`src/rtl/sram_access_arbiter.sv`:
```
// Round-robin arbiter sharing one single-port sram between a burst writer and a wide reader.
// Define SRAM_ARB_BOUNDS_EN to drop out-of-range accesses and pulse err_o on them.
module sram_access_arbiter #(
  parameter int DATA_WIDTH   = 32,
  parameter int N_ENTRIES    = 1024,
  parameter int SRAM_WIDTH_O = 64,
  parameter int MAX_BURST    = 16,
  localparam int AW = $clog2(N_ENTRIES),
  localparam int LW = $clog2(MAX_BURST)
) (
  input  logic                    clk_i,
  input  logic                    rst_ni,
  input  logic                    wr_cmd_valid_i,
  output logic                    wr_cmd_ready_o,
  input  logic [AW-1:0]           wr_cmd_addr_i,
  input  logic [LW-1:0]           wr_cmd_len_i,
  input  logic                    wr_data_valid_i,
  output logic                    wr_data_ready_o,
  input  logic [DATA_WIDTH-1:0]   wr_data_i,
  input  logic                    rd_req_valid_i,
  output logic                    rd_req_ready_o,
  input  logic [AW-1:0]           rd_req_addr_i,
  output logic                    rd_rsp_valid_o,
  input  logic                    rd_rsp_ready_i,
  output logic [SRAM_WIDTH_O-1:0] rd_rsp_data_o,
  output logic                    sram_en_o,
  output logic                    sram_we_o,
  output logic [AW-1:0]           sram_addr_o,
  output logic [DATA_WIDTH-1:0]   sram_data_o,
  input  logic [SRAM_WIDTH_O-1:0] sram_rdata_i,
  output logic                    busy_o,
  output logic                    err_o
);

  localparam int RD_WORDS = SRAM_WIDTH_O / DATA_WIDTH;

  typedef enum logic [1:0] {IDLE, WR_BURST, RD_RSP} state_t;

  state_t        state_reg, state_next;
  logic [AW-1:0] base_reg, base_next;
  logic [LW-1:0] len_reg, len_next;
  logic [LW-1:0] beat_reg, beat_next;
  logic          last_wr_reg, last_wr_next;  // 1 when the write side won the last grant
  logic          drop_reg, drop_next;
  logic          wr_oob, rd_oob;
  logic          grant_rd, grant_wr;
  logic          rsp_live;

`ifdef SRAM_ARB_BOUNDS_EN
  localparam logic [AW+1:0] DEPTH = (AW+2)'(N_ENTRIES);
  assign wr_oob = ((AW+2)'(wr_cmd_addr_i) + (AW+2)'(wr_cmd_len_i) + (AW+2)'(1)) > DEPTH;
  assign rd_oob = ((AW+2)'(rd_req_addr_i) + (AW+2)'(RD_WORDS)) > DEPTH;
`else
  assign wr_oob = 1'b0;
  assign rd_oob = 1'b0;
`endif

  // Read wins a tie unless it also won the previous grant.
  assign grant_rd = (state_reg == IDLE) && rd_req_valid_i && (!wr_cmd_valid_i || last_wr_reg);
  assign grant_wr = (state_reg == IDLE) && wr_cmd_valid_i && !grant_rd;

  always_ff @(posedge clk_i) begin
    if (!rst_ni) begin
      state_reg   <= IDLE;
      base_reg    <= '0;
      len_reg     <= '0;
      beat_reg    <= '0;
      last_wr_reg <= 1'b1;
      drop_reg    <= 1'b0;
    end else begin
      state_reg   <= state_next;
      base_reg    <= base_next;
      len_reg     <= len_next;
      beat_reg    <= beat_next;
      last_wr_reg <= last_wr_next;
      drop_reg    <= drop_next;
    end
  end

  always_comb begin
    state_next      = state_reg;
    base_next       = base_reg;
    len_next        = len_reg;
    beat_next       = beat_reg;
    last_wr_next    = last_wr_reg;
    drop_next       = drop_reg;
    wr_cmd_ready_o  = 1'b0;
    wr_data_ready_o = 1'b0;
    rd_req_ready_o  = 1'b0;
    rd_rsp_valid_o  = 1'b0;
    rsp_live        = 1'b0;
    sram_en_o       = 1'b0;
    sram_we_o       = 1'b0;
    sram_addr_o     = '0;
    sram_data_o     = '0;
    err_o           = 1'b0;
    busy_o          = (state_reg != IDLE);

    unique case (state_reg)
      IDLE: begin
        if (grant_rd) begin
          rd_req_ready_o = 1'b1;
          sram_en_o      = !rd_oob;
          sram_addr_o    = rd_oob ? '0 : rd_req_addr_i;
          err_o          = rd_oob;
          drop_next      = rd_oob;
          last_wr_next   = 1'b0;
          state_next     = RD_RSP;
        end else if (grant_wr) begin
          wr_cmd_ready_o = 1'b1;
          base_next      = wr_cmd_addr_i;
          len_next       = wr_cmd_len_i;
          beat_next      = '0;
          err_o          = wr_oob;
          drop_next      = wr_oob;
          last_wr_next   = 1'b1;
          state_next     = WR_BURST;
        end
      end
      WR_BURST: begin
        wr_data_ready_o = 1'b1;
        if (wr_data_valid_i) begin
          // A dropped burst still consumes every beat, just without touching the sram.
          if (!drop_reg) begin
            sram_en_o   = 1'b1;
            sram_we_o   = 1'b1;
            sram_addr_o = base_reg + AW'(beat_reg);
            sram_data_o = wr_data_i;
          end
          beat_next = beat_reg + LW'(1);
          if (beat_reg == len_reg) state_next = IDLE;
        end
      end
      RD_RSP: begin
        rd_rsp_valid_o = 1'b1;
        rsp_live       = !drop_reg;
        if (rd_rsp_ready_i) state_next = IDLE;
      end
      default: state_next = IDLE;
    endcase

    if (!rst_ni) begin
      wr_cmd_ready_o  = 1'b0;
      wr_data_ready_o = 1'b0;
      rd_req_ready_o  = 1'b0;
      rd_rsp_valid_o  = 1'b0;
      rsp_live        = 1'b0;
      sram_en_o       = 1'b0;
      sram_we_o       = 1'b0;
      sram_addr_o     = '0;
      sram_data_o     = '0;
      err_o           = 1'b0;
      busy_o          = 1'b0;
    end
  end

  // The sram stays idle in RD_RSP, so its registered output is the held response.
  genvar gi;
  generate
    for (gi = 0; gi < RD_WORDS; gi++) begin : g_rsp_word
      assign rd_rsp_data_o[gi*DATA_WIDTH +: DATA_WIDTH] =
        rsp_live ? sram_rdata_i[gi*DATA_WIDTH +: DATA_WIDTH] : '0;
    end
  endgenerate

endmodule

```
`config.mk`:
```
export PLATFORM = sky130hd
export DESIGN_NAME = sram_access_arbiter
export DESIGN_NICKNAME = d
export VERILOG_FILES = /design/src/rtl/sram_access_arbiter.sv
export SDC_FILE = /design/constraint.sdc
export NUM_CORES = 1
export LEC_CHECK = 0
export CELL_PAD_IN_SITES_DETAIL_PLACEMENT = 1
export CELL_PAD_IN_SITES_GLOBAL_PLACEMENT = 2
export CORE_AREA = 4 4 96 98
export CTS_CLUSTER_SIZE = 8
export DETAILED_ROUTE_END_ITERATION = 8
export DIE_AREA = 0 0 100 102
export DONT_BUFFER_PORTS = 1
export HOLD_SLACK_MARGIN = 0.08
export PLACE_DENSITY_LB_ADDON = 0.1
export SLEW_MARGIN = 20
export SYNTH_ARGS = -nofsm -noshare
export SYNTH_HDL_FRONTEND = slang
export SYNTH_SLANG_ARGS = --single-unit
```
`constraint.sdc`:
```
create_clock -name clk_i -period 2.05 [get_ports clk_i]
set_clock_uncertainty 0.15 [all_clocks]
set_input_delay 0.3075 -clock clk_i [delete_from_list [all_inputs] [get_ports clk_i]]
set_output_delay 0.3075 -clock clk_i [all_outputs]
set_load 0.1 [all_outputs]
```
==> run summary <==
status: finished, violations left
failing checks: setup timing
area grow syn2layout: 163%
Die ar.: 10,200 um2
max-cap violation count: 0
net count reported at finish: 573
total CTS buffers: 3
Critical Path Start Type: register
final setup margin: -0.468 ns
CP arrival: 2.06 ns
FF+latch count, synth: 21
Initial Util: 24.3%
DR vias: 2,707
Mapped Cells: 289
starting DRC count in detailed routing: 50
Leak: 2.23 nW
Sink Count: 21
worst vdd ir: 305 uV
TNS Setup: -13.28 ns
Highest Clock Rate: 397 MHz
number of synthesis warnings: 0
dpl hpwl: 9.23 mm
CTS clk-pin slew, worst paths: 0.08 ns
CP Data Required Time: 1.59 ns
Fillers: 818
largest net degree at the start of global routing: 20
Setup violations, final: 99
register area: 434 um2
overall power after layout: 0.00206 W
Horiz. Die Dim: 100 um
sequential share of the synthesized area: 20.4%
PD cells: 380 nW/um2
Final Max Tran Viols: 0
Detailed Route WL: 13.2 mm
most common cell after layout, fill and taps aside: buf_12
syn nets: 421
Syn Area/Cell: 7.13 um2
max FFs per register: 10
first-pass GRT wire length: 18.2 mm
Total GRT Usage: 23.3%
distinct cell type count after synthesis: 50
Worst Hold Slack: 0.0915 ns
Setup crit end kind: primary output
share of layout cells above drive strength 1: 70.2%
CP max FO: 4
Final Hold Vio Count: 0
Clk Latency, worst-skew pair: 0.26 ns
DR WL/cell: 24.0 um
Post-synth EDFFs: 0
RSZ-0062 raised after global routing: yes
Clock Root Buffer: clkbuf_8
core area: 8470 um2
Die Ht: 102 um
Multi-input gate area: 2060 um2
clk buf depth: 2
Synth async-reset ratio: 0%
number of port buffers: 0
vias in the first global route: 2,801
kind of critical path: reg2out
gpl congestion: 0.849
H-tree depth: 1
crit path time final: 2.52 ns
drt first pass iters: 4
DRC Markers: 0
row cnt: 34
Main synth FF type: dfxtp_1
initial antenna violation count: 1
IO Pins: 240
worst min-delay path class: in2reg
mapped cell area: 2060 um2
most frequent cells in the layout: buf_12 (99), and2_4 (96), nand2_1 (38)
fin crit share: 123%
vias per cell: 4.92
Routed Antenna Nets: 0
GR Overflow Total: 0
CTS tree: yes
final timing paths:
path / cells after the start / startpoint / to / slack, ns
min: 2 / wr_cmd_addr_i[0] / base_reg[0]$_SDFFE_PN0P_ / 0.09
max: 8 / base_reg[0]$_SDFFE_PN0P_ / sram_addr_o[8] / -0.47
min reg2reg: 2 / len_reg[1]$_SDFFE_PN0P_ / len_reg[1]$_SDFFE_PN0P_ / 0.32
max reg2reg: 5 / state_reg[0]$_SDFFE_PN0P_ / base_reg[0]$_SDFFE_PN0P_ / 0.37
metrics by stage:
stage / util, % / cell area (um2) / setup WS, ns / cells
after floorplan: - / 2350 / -0.364 / 289
after global placement: 52.1 / 4410 / -0.157 / 498
after detailed placement: 52.1 / 4410 / -0.189 / 498
after CTS: 61.7 / 5220 / -0.451 / 541
after global routing: 64.0 / 5420 / -0.537 / 548
final: 64.1 / 5420 / -0.468 / 550
power by group:
part / leakage [nW] / total (W) / internal, W / switching, W
clock network: 0.0228 / 0.000273 / 0.000138 / 0.000135
logic: 2.03 / 0.00133 / 0.000511 / 0.000818
registers: 0.174 / 0.000461 / 0.000434 / 0.0000272
total: 2.23 / 0.00206 / 0.00108 / 0.000980
synth_stat cells (2+ instances only):
cell | instances | area, um2
inv_2 | 2 | 7.51
and2_1 | 98 | 613
buf_4 | 9 | 67.6
nor2_1 | 12 | 45.0
nand2b_1 | 6 | 37.5
nor3_1 | 3 | 15.0
mux2i_1 | 2 | 20.0
buf_6 | 2 | 22.5
xnor2_1 | 3 | 26.3
nand2_1 | 41 | 154
or3_1 | 2 | 12.5
a21oi_1 | 20 | 100
dfxtp_1 | 21 | 420
o21ai_0 | 11 | 55.1
clkbuf_1 | 4 | 15.0
xor2_1 | 4 | 35.0
nand4_1 | 2 | 12.5
buf_2 | 3 | 15.0
ha_1 | 5 | 62.6
inv_1 | 5 | 18.8
a211oi_1 | 4 | 30.0
nor4_1 | 2 | 12.5
worst max-delay path: stages, from the launching register on:
cell and delay (ns):
dfxtp_2 0.36, ha_4 0.15, inv_2 0.03, fa_2 0.33
nand2b_4 0.19, a211oi_4 0.25, xnor2_2 0.11, o21ai_4 0.17
buf_12 0.19
area by class of cell:
type                       count  share of cell area [%]
antenna                        2                  0.0923
clock buffer                   4                   0.830
inverter                       7                   0.577
multi-input combinational    243                    38.0
sequential                    21                    8.00
tap                          108                    2.49
timing repair buffer         165                    50.0
timing repair:
| action | 4_1_cts | 5_1_grt |
|---|---|---|
| setup buffers | 17 | 13 |
| endpoints found under the setup margin | 110 | 110 |
| pin swaps | 74 | 38 |
| hold endpoints to repair | 16 | 0 |
| resized for setup | 113 | 57 |
| hold buffers | 14 | 0 |
| cloned | 8 | 3 |
cell families (layout without fill, tap and decap cells):
group | after synthesis | in the layout | share of synthesized area (%)
buffers and inverters | 25 | 176 | 7.11
AOI/OAI and AO/OA | 49 | 49 | 14.9
and+or+nand+nor | 177 | 177 | 48.9
muxes | 3 | 3 | 1.52
DFF | 21 | 21 | 20.4
xor gates and xnor gates | 7 | 7 | 2.98
other | 1 | 3 | 0.182
adders and majority gates | 6 | 6 | 4.01
metal layers:
metal  wire, um  global-route usage (%)  part of all wire (%)  vias up
met4        200                    5.28                   1.5        2
met5         20                       0                  0.15        -
met2       7440                    44.0                    56      132
met3       1080                    7.58                   8.2       16
li1           -                       -                     -     1252
met1       4480                    25.3                    34     1305
No activity file was read; power rests on OpenSTA's default activity.
